===== src/rtl/e_bloques_datos_pkg.sv =====
// Shared definitions for the data-block select decoder: group enum and select code ranges.
package e_bloques_pkg;

  typedef enum logic [2:0] {
    IDLE     = 3'd0,
    INIT     = 3'd1,
    HORA     = 3'd2,
    FECHA    = 3'd3,
    MS       = 3'd4,
    RESERVED = 3'd5
  } grupo_t;

  localparam logic [3:0] SEL_IDLE     = 4'h0;
  localparam logic [3:0] SEL_INIT_LO  = 4'h1;
  localparam logic [3:0] SEL_INIT_HI  = 4'h3;
  localparam logic [3:0] SEL_HORA_LO  = 4'h4;
  localparam logic [3:0] SEL_HORA_HI  = 4'h6;
  localparam logic [3:0] SEL_FECHA_LO = 4'h7;
  localparam logic [3:0] SEL_FECHA_HI = 4'h9;
  localparam logic [3:0] SEL_MS_LO    = 4'hA;
  localparam logic [3:0] SEL_MS_HI    = 4'hC;

  function automatic logic en_rango(input logic [3:0] sel, input logic [3:0] lo,
                                    input logic [3:0] hi);
    return (sel >= lo) && (sel <= hi);
  endfunction

endpackage


===== src/rtl/e_bloques_datos_if.sv =====
// Select/enable bundle between the control FSM (master) and the block decoder (slave).
interface e_bloques_datos_if;
  logic [3:0] Selec_Mux_DDw;
  logic       enable_cont_I;
  logic       enable_cont_MS;
  logic       enable_cont_fecha;
  logic       enable_cont_hora;
  logic       sel_invalid;

  modport master (
    output Selec_Mux_DDw,
    input  enable_cont_I, enable_cont_MS, enable_cont_fecha, enable_cont_hora, sel_invalid
  );

  modport slave (
    input  Selec_Mux_DDw,
    output enable_cont_I, enable_cont_MS, enable_cont_fecha, enable_cont_hora, sel_invalid
  );
endinterface


===== src/rtl/e_bloques_datos_decod.sv =====
// Combinational map from the 4-bit data-block select to its group.
module e_decod_grupo
  import e_bloques_pkg::*;
(
  input  logic [3:0] i_sel,
  output grupo_t     o_grupo
);

  always_comb begin
    o_grupo = RESERVED;
    if (i_sel == SEL_IDLE)                          o_grupo = IDLE;
    else if (en_rango(i_sel, SEL_INIT_LO,  SEL_INIT_HI))  o_grupo = INIT;
    else if (en_rango(i_sel, SEL_HORA_LO,  SEL_HORA_HI))  o_grupo = HORA;
    else if (en_rango(i_sel, SEL_FECHA_LO, SEL_FECHA_HI)) o_grupo = FECHA;
    else if (en_rango(i_sel, SEL_MS_LO,    SEL_MS_HI))    o_grupo = MS;
  end

endmodule


===== src/rtl/e_bloques_datos.sv =====
// Registered select-to-enable decoder. Define E_BLOQUES_PULSE_EN for one-cycle enable
// pulses on group entry instead of level enables.
module e_bloques_datos
  import e_bloques_pkg::*;
(
  input  logic             clk,
  input  logic             reset,
  e_bloques_datos_if.slave bus
);

  grupo_t w_grupo;
  logic   w_nuevo;
  logic   r_en_I;
  logic   r_en_MS;
  logic   r_en_fecha;
  logic   r_en_hora;
  logic   r_sel_invalid;

  e_decod_grupo u_decod (
    .i_sel   (bus.Selec_Mux_DDw),
    .o_grupo (w_grupo)
  );

`ifdef E_BLOQUES_PULSE_EN
  grupo_t r_prev_grupo;

  always_ff @(posedge clk) begin
    if (!reset) r_prev_grupo <= IDLE;
    else        r_prev_grupo <= w_grupo;
  end

  // Enable only on the first sampled cycle of a new group.
  assign w_nuevo = (w_grupo != r_prev_grupo);
`else
  assign w_nuevo = 1'b1;
`endif

  always_ff @(posedge clk) begin
    if (!reset) begin
      r_en_I        <= 1'b0;
      r_en_MS       <= 1'b0;
      r_en_fecha    <= 1'b0;
      r_en_hora     <= 1'b0;
      r_sel_invalid <= 1'b0;
    end else begin
      r_en_I        <= w_nuevo && (w_grupo == INIT);
      r_en_MS       <= w_nuevo && (w_grupo == MS);
      r_en_fecha    <= w_nuevo && (w_grupo == FECHA);
      r_en_hora     <= w_nuevo && (w_grupo == HORA);
      r_sel_invalid <= (w_grupo == RESERVED);
    end
  end

  assign bus.enable_cont_I     = r_en_I;
  assign bus.enable_cont_MS    = r_en_MS;
  assign bus.enable_cont_fecha = r_en_fecha;
  assign bus.enable_cont_hora  = r_en_hora;
  assign bus.sel_invalid       = r_sel_invalid;

endmodule


===== src/flat_wrapper.sv =====
// flat-port wrapper written by rule: the top's interface ports become plain ports
module e_bloques_datos_flat import e_bloques_pkg::*;
  (clk, reset, bus_Selec_Mux_DDw, bus_enable_cont_I, bus_enable_cont_MS, bus_enable_cont_fecha, bus_enable_cont_hora, bus_sel_invalid);
  e_bloques_datos_if bus_i ();
  input  logic clk;
  input  logic reset;
  input wire logic [$bits(bus_i.Selec_Mux_DDw)-1:0] bus_Selec_Mux_DDw;
  output wire logic [$bits(bus_i.enable_cont_I)-1:0] bus_enable_cont_I;
  output wire logic [$bits(bus_i.enable_cont_MS)-1:0] bus_enable_cont_MS;
  output wire logic [$bits(bus_i.enable_cont_fecha)-1:0] bus_enable_cont_fecha;
  output wire logic [$bits(bus_i.enable_cont_hora)-1:0] bus_enable_cont_hora;
  output wire logic [$bits(bus_i.sel_invalid)-1:0] bus_sel_invalid;
  assign bus_i.Selec_Mux_DDw = bus_Selec_Mux_DDw;
  assign bus_enable_cont_I = bus_i.enable_cont_I;
  assign bus_enable_cont_MS = bus_i.enable_cont_MS;
  assign bus_enable_cont_fecha = bus_i.enable_cont_fecha;
  assign bus_enable_cont_hora = bus_i.enable_cont_hora;
  assign bus_sel_invalid = bus_i.sel_invalid;
  e_bloques_datos u_core (.clk(clk), .reset(reset), .bus(bus_i));
endmodule

===== config.mk =====
export PLATFORM = sky130hd
export DESIGN_NAME = e_bloques_datos_flat
export DESIGN_NICKNAME = d
export VERILOG_FILES = /design/src/rtl/e_bloques_datos_pkg.sv /design/src/rtl/e_bloques_datos_if.sv /design/src/rtl/e_bloques_datos_decod.sv /design/src/rtl/e_bloques_datos.sv /design/src/flat_wrapper.sv
export SDC_FILE = /design/constraint.sdc
export NUM_CORES = 1
export LEC_CHECK = 0
export BUFFER_PORTS_ARGS = -buffer_cell sky130_fd_sc_hd__buf_2
export CELL_PAD_IN_SITES_DETAIL_PLACEMENT = 0
export CELL_PAD_IN_SITES_GLOBAL_PLACEMENT = 1
export CORE_AREA = 2 2 39 41
export DETAILED_ROUTE_END_ITERATION = 12
export DIE_AREA = 0 0 41 43
export GPL_TIMING_DRIVEN = 1
export PLACE_DENSITY = 0.46
export RECOVER_POWER = 100
export REMOVE_ABC_BUFFERS = 1
export SLEW_MARGIN = 20
export SYNTH_ARGS = -nofsm -noshare
export SYNTH_HDL_FRONTEND = slang
export SYNTH_SLANG_ARGS = --single-unit

===== constraint.sdc =====
create_clock -name clk -period 0.8 [get_ports clk]
set_input_delay 0.16 -clock clk [delete_from_list [all_inputs] [get_ports clk]]
set_output_delay 0.16 -clock clk [all_outputs]
set_load 0.1 [all_outputs]

==> impl_results.md, run 1 <==
- Switching share of total power: 28.1%
- Flops & latches, synth: 5
- Share of layout cells above drive strength 1: 57.1%
- Post-route DRC: 0
- Combinational share of power: 22.7%
- Lkg Pwr: 0.151 nW
- I/O pins: 11
- Number of flops mapped to enable cells by yosys: 0
- Arrival @ worst endpoint: 0.74 ns
- Final-report hold violation count: 0
- Power Density: 1860 nW/um2
- Clock share of power: 39.7%
- Crit path kind: register to output pin
- Worst path cell trace: buf_12
- Core area: 1380 um2
- Initial Util: 13.4%
- DIE WIDTH: 41 um
- RSZ-0062 raised after global routing: true
- Num CTS Buffers: 3
- Vias in the first global route: 179
- Via density: 3.88
- Post-Syn Instances: 17
- Failing checks: setup timing
- Synth area leader: dfxtp_1
- Root buffer cell: clkbuf_4
- Top cells by count, synth: 5 x dfxtp_1, 2 x or3b_1
- Number of port buffers: 10
- Drt pass-1 iters: 3
- Clock Path Buffers: 2
- Critical path required time: 0.64 ns
- # setup viols final: 5
- Vias: 198
- CP top delay family: flip-flops
- First-pass GRT wire length: 745 um
- Final layout net count: 42
- CP max-delay cell: dfxtp_2
- Status: finished with violations
- CP max FO: 1
- Chip height: 43 um
- Final WS setup: -0.101 ns
- Initial antenna violation count: 0
- Clk sink count: 5
- # Post-CTS Setup Buffers: 0
- Most frequent cell after synthesis: dfxtp_1
- CP bufs+invs: 1
- Share of power burned in registers: 37.6%
- Final period util: 113%
- DRT Wirelength: 438 um
- Slew headroom: 84.6%
- Post-synth ARST share: 0%
- Final hold slack: 0.203 ns
- Register area share after synthesis: 54.1%
- Row count: 14
- Avg WL per Cell: 8.59 um
- Worst Setup Start Kind: register
- Worst Tran Pin Value: 0.228 ns
- Largest net degree at the start of global routing: 6
- Setup crit end kind: output pin
- Switching Power: 0.000201 W
- Fmax: 1.11 GHz
- Storage cell area: 106 um2
- FILL cells: 147
- GRT Resource Usage Total: 7.32%
- Peak VDD IR: 0.458 mV
- Ys flop type: dfxtp_1
- Pins Over Slew Limit: 0
- DRC violation total after the first TritonRoute iteration: 5
- Global route total overflow: 0
- CTS H-tree lvls: 1
- Internal: 0.000514 W
- Synth area leaders: dfxtp_1 54%, or3b_1 9.5%, a21oi_2 4.7%
- CP peak stage delay: 0.33 ns
- DRT antenna net count: 0
- Post-synthesis instance area: 185 um2
- Top-area cell type share of the netlist area: 54.1%
- Inserted Diodes: 0
- Area grow syn2layout: 107%
- CTS clk-pin slew, worst paths: 0.04 ns
- Die area: 1760 um2
- Minimum clock period: 0.901 ns
- Max-cap violation count: 0
- Hold_buf cts: 0
- Synth unique cells: 12
- TritonCTS clock tree: built
- Final core occ: 27.8%
- Hold WC Path Type: input pin to register
- Gpl congestion: 0.697
- Synth warn: 0
- Synthesized area per cell: 10.9 um2
- Multi-input gate area: 85.1 um2
==> cells in the final DEF (no fill, tap or decap) <==
cell	n
buf_4	2
clkbuf_4	3
or3b_1	2
clkbuf_1	4
a21boi_0	1
buf_12	5
nand3b_1	1
buf_2	4
nor4b_1	1
nor3b_1	1
dfxtp_2	5
nand2b_1	1
a21oi_1	1
nor2_1	1
nand4b_1	1
a21oi_2	1
nand2_1	1
==> power by group through the flow <==
stage | clock (W) | combinational (W) | sequential, W
after global routing | 0.000315 | 0.000172 | 0.000270
final | 0.000284 | 0.000162 | 0.000269
after global placement | 0 | 0.000167 | 0.000272
after CTS | 0.000300 | 0.000169 | 0.000269
after detailed placement | 0 | 0.000168 | 0.000272
after floorplan | 0 | 0.0000200 | 0.000335
==> metal layers <==
metal | up-vias | routed length [um] | global-route usage [%] | share of wire, %
met3 | 2 | 9 | 1.57 | 2.1
met4 | 0 | 19 | 14.0 | 4.3
met2 | 4 | 281 | 9.38 | 64
met5 | - | 0 | 0 | 0
met1 | 93 | 126 | 6.09 | 29
li1 | 99 | - | - | -
==> flip-flops by register name, summed over array words and instances, names as in the netlist <==
| signal | count |
|---|---|
| u_core.bus.enable_cont_fecha | 1 |
| u_core.bus.enable_cont_I | 1 |
| u_core.bus.enable_cont_hora | 1 |
| u_core.bus.enable_cont_MS | 1 |
| u_core.bus.sel_invalid | 1 |
==> cell families (layout without fill, tap and decap cells) <==
group                  Yosys count  in the layout  share of synthesized area (%)
AND/OR/NAND/NOR                  9              9                           34.5
flip-flops                       5              5                           54.1
AO/OA/AOI/OAI                    3              3                           11.5
buffers and inverters            0             18                              0
==> area by class of cell <==
cell class                      count  area share, %
Clock buffer                        4           6.84
Multi-Input combinational cell     12           22.1
Sequential cell                     5           27.7
Tap cell                           16           5.21
Timing Repair Buffer               14           38.1
==> through the flow <==
step	worst slack (ns)	cells	power (W)	area (um2)	TNS, ns
after floorplan	-0.269	17	0.000355	185	-1.34
after global placement	-0.0582	47	0.000439	360	-0.0841
after detailed placement	-0.0429	47	0.000440	360	-0.0802
after CTS	-0.114	51	0.000738	393	-0.560
after global routing	-0.133	51	0.000756	384	-0.629
final	-0.101	51	0.000715	384	-0.491
==> path summary, 6_finish.rpt <==
kind	startpoint	depth (start not counted)	slack (ns)	to
setup / recovery	u_core.bus.enable_cont_I	1	-0.10	bus_enable_cont_I
hold / removal	reset	2	0.20	u_core.bus.enable_cont_fecha
==> repair_timing <==
item / 4_1_cts / 5_1_grt
setup endpoints to repair: 5 / 5
resized for setup: 5 / 0
endpoints found under the hold margin: 0 / 0
(Power assumes the default switching activity.)
==> inputs of run 2 (changes only) <==
--- a/config.mk
+++ b/config.mk
@@ -5,6 +5,7 @@
 export SDC_FILE = /design/constraint.sdc
 export NUM_CORES = 1
 export LEC_CHECK = 0
+export ABC_AREA = 1
 export BUFFER_PORTS_ARGS = -buffer_cell sky130_fd_sc_hd__buf_2
 export CELL_PAD_IN_SITES_DETAIL_PLACEMENT = 0
 export CELL_PAD_IN_SITES_GLOBAL_PLACEMENT = 1
@@ -12,7 +13,7 @@
 export DETAILED_ROUTE_END_ITERATION = 12
 export DIE_AREA = 0 0 41 43
 export GPL_TIMING_DRIVEN = 1
-export PLACE_DENSITY = 0.46
+export PLACE_DENSITY = 0.49
 export RECOVER_POWER = 100
 export REMOVE_ABC_BUFFERS = 1
 export SLEW_MARGIN = 20
==> run 2 against run 1 <==
The run still ends with setup timing left. Power rose by 1.3%. Setup slack improved by 0.0051 ns. Core utilization fell by 1.5 points. Largest power group unchanged. Critical path depth unchanged. Synthesized area is 1.4% higher. Routed wire length down 13%. Die area is the same. Non-clock buffer count down 4. Sequential cell count unchanged. Largest cell class unchanged. Fmax increased by 0.57%. Global-route usage is 2.2 points lower. Combinational power is 7% higher.
==> impl_results.md, run 2 <==
- Synth Area in Compound Gates: 2.67%
- Synth area leaders: dfxtp_1 53%, nor2_1 14%, inv_1 10%
- Worst Tran Pin Value: 0.193 ns
- Number of flops mapped to enable cells by yosys: 0
- First-pass GRT wire length: 579 um
- Mux contribution to synthesized area: 0%
- Clock share of power: 38.6%
- Final-report hold violation count: 0
- Avg WL per Cell: 6.77 um
- Max-cap violation count: 0
- Flops & latches, synth: 5
- Main combinational cell family by area after synthesis: simple AND/OR/NAND/NOR gates
- CP max FO: 1
- Final instance area: 363 um2
- Ys flop type: dfxtp_1
- # Post-CTS Setup Buffers: 0
- Largest net degree at the start of global routing: 6
- Post-Syn Instances: 26
- Synth warn: 0
- Register area share after synthesis: 53.3%
- Vias in the first global route: 168
- Clock Path Buffers: 2
- Switching share of total power: 29.4%
- Minimum clock period: 0.896 ns
- DIE WIDTH: 41 um
- Crit path kind: register to output pin
- Worst path cell trace: buf_12
- Area grow syn2layout: 93.3%
- Lkg Pwr: 0.171 nW
- Row count: 14
- Die area: 1760 um2
- Num CTS Buffers: 3
- Combinational share of power: 23.8%
- Arrival @ worst endpoint: 0.74 ns
- DRC violation total after the first TritonRoute iteration: 2
- Hold_buf cts: 0
- DRT Wirelength: 379 um
- RSZ-0062 raised after global routing: true
- CTS H-tree lvls: 1
- Post-CTS resize count: 5
- Core area: 1380 um2
- I/O pins: 11
- Post-route DRC: 0
- Share of layout cells above drive strength 1: 40.0%
- TritonCTS clock tree: built
- Vias: 198
- # setup viols final: 5
- Dpl cell area: 333 um2
- CP top delay family: flip-flops
- Number of port buffers: 10
- GRT Resource Usage Total: 5.12%
- Root buffer cell: clkbuf_4
- Internal: 0.000512 W
- Pins Over Slew Limit: 0
- CTS clk-pin slew, worst paths: 0.04 ns
- Power Density: 2000 nW/um2
- Hold WC Path Type: input pin to register
- Setup crit end kind: output pin
- CP peak stage delay: 0.33 ns
- Final hold slack: 0.184 ns
- Failing checks: setup timing
- Worst Setup Start Kind: register
- Status: finished with violations
- Share of power burned in registers: 37.5%
- Drt pass-1 iters: 2
- CP bufs+invs: 1
- Global route total overflow: 0
- Post-synth ARST share: 0%
- Gpl congestion: 0.661
- Final layout net count: 47
- Switching Power: 0.000213 W
- Post-DP HPWL: 311 um
- Simple-gate share of the synthesized area: 34.0%
- Synth unique cells: 8
- Slew headroom: 87.1%
- Area share of fa/ha/maj cells after synthesis: 0%
- Synth area leader: dfxtp_1
- Final period util: 112%
- Most frequent cell after synthesis: nor2_1
- Chip height: 43 um
- Initial antenna violation count: 0
- Inserted Diodes: 0
- Peak VDD IR: 0.378 mV
- Post-synthesis instance area: 188 um2
- Top-area cell type share of the netlist area: 53.3%
- Fmax: 1.12 GHz
- DRT antenna net count: 0
- Post-synthesis xor/xnor area fraction: 0%
- Via density: 3.54
- Initial Util: 13.6%
- Clk sink count: 5
- Commonest non-fill, non-tap cells in the layout: 7 x nor2_1, 5 x inv_1, 5 x buf_12, 5 x dfxtp_2, 4 x nand2_1
- Synthesized area per cell: 7.22 um2
- CP max-delay cell: dfxtp_2
- Most common cell after layout, fill and taps aside: nor2_1
- Critical path required time: 0.64 ns
- Top cells by count, synth: 7 x nor2_1, 5 x dfxtp_1, 5 x inv_1
- Final WS setup: -0.0957 ns
==> run 2: cell count changes after synthesis, moves of 2 or more <==
cell     delta
or3b_1      -2
nand2_1     +3
nand3_1     +2
nor2_1      +6
inv_1       +5
==> run 2: worst paths after layout <==
check / end / from / slack, ns / cells after the start
setup / recovery: bus_enable_cont_hora / u_core.bus.enable_cont_hora / -0.1 / 1
hold / removal: u_core.bus.enable_cont_MS / reset / 0.18 / 3
==> run 2: logic make-up (layout without fill, tap and decap cells) <==
| group | after synthesis | in the layout |
|---|---|---|
| flip-flops | 5 | 5 |
| buffers and inverters | 5 | 19 |
| AND/OR/NAND/NOR | 15 | 15 |
| AO/OA/AOI/OAI | 1 | 1 |
==> run 2: layout make-up <==
type	count	area, um2
multi-input combinational	16	68.8
fill	151	1020
timing repair buffer	10	123
sequential	5	106
clock buffer	4	26.3
inverter	5	18.8
tap	16	20.0
==> run 2: per-layer routing <==
metal / global-route usage (%) / wire [um] / vias to the layer above
li1: - / - / 106
met1: 6.11 / 182 / 81
met2: 6.25 / 150 / 11
met3: 1.57 / 46 / 0
met4: 6.00 / 0 / 0
met5: 0 / 0 / -
==> run 2: power by group through the flow <==
stage	registers, W	logic, W	clock network, W
6_report	0.000272	0.000173	0.000280
5_1_grt	0.000272	0.000184	0.000300
4_1_cts	0.000272	0.000176	0.000294
3_5_place_dp	0.000274	0.000175	0
3_3_place_gp	0.000274	0.000176	0
2_1_floorplan	0.000348	0.0000269	0
==> run 2: metrics by stage <==
step | TNS, ns | utilization [%] | total power [W] | instances | setup slack [ns]
after floorplan | -1.34 | - | 0.000375 | 26 | -0.269
after global placement | 0 | 24.1 | 0.000450 | 52 | 0.0680
after detailed placement | 0 | 24.1 | 0.000449 | 52 | 0.109
after CTS | -0.522 | 26.4 | 0.000741 | 56 | -0.110
after global routing | -0.549 | 26.2 | 0.000756 | 56 | -0.115
final | -0.465 | 26.2 | 0.000725 | 56 | -0.0957
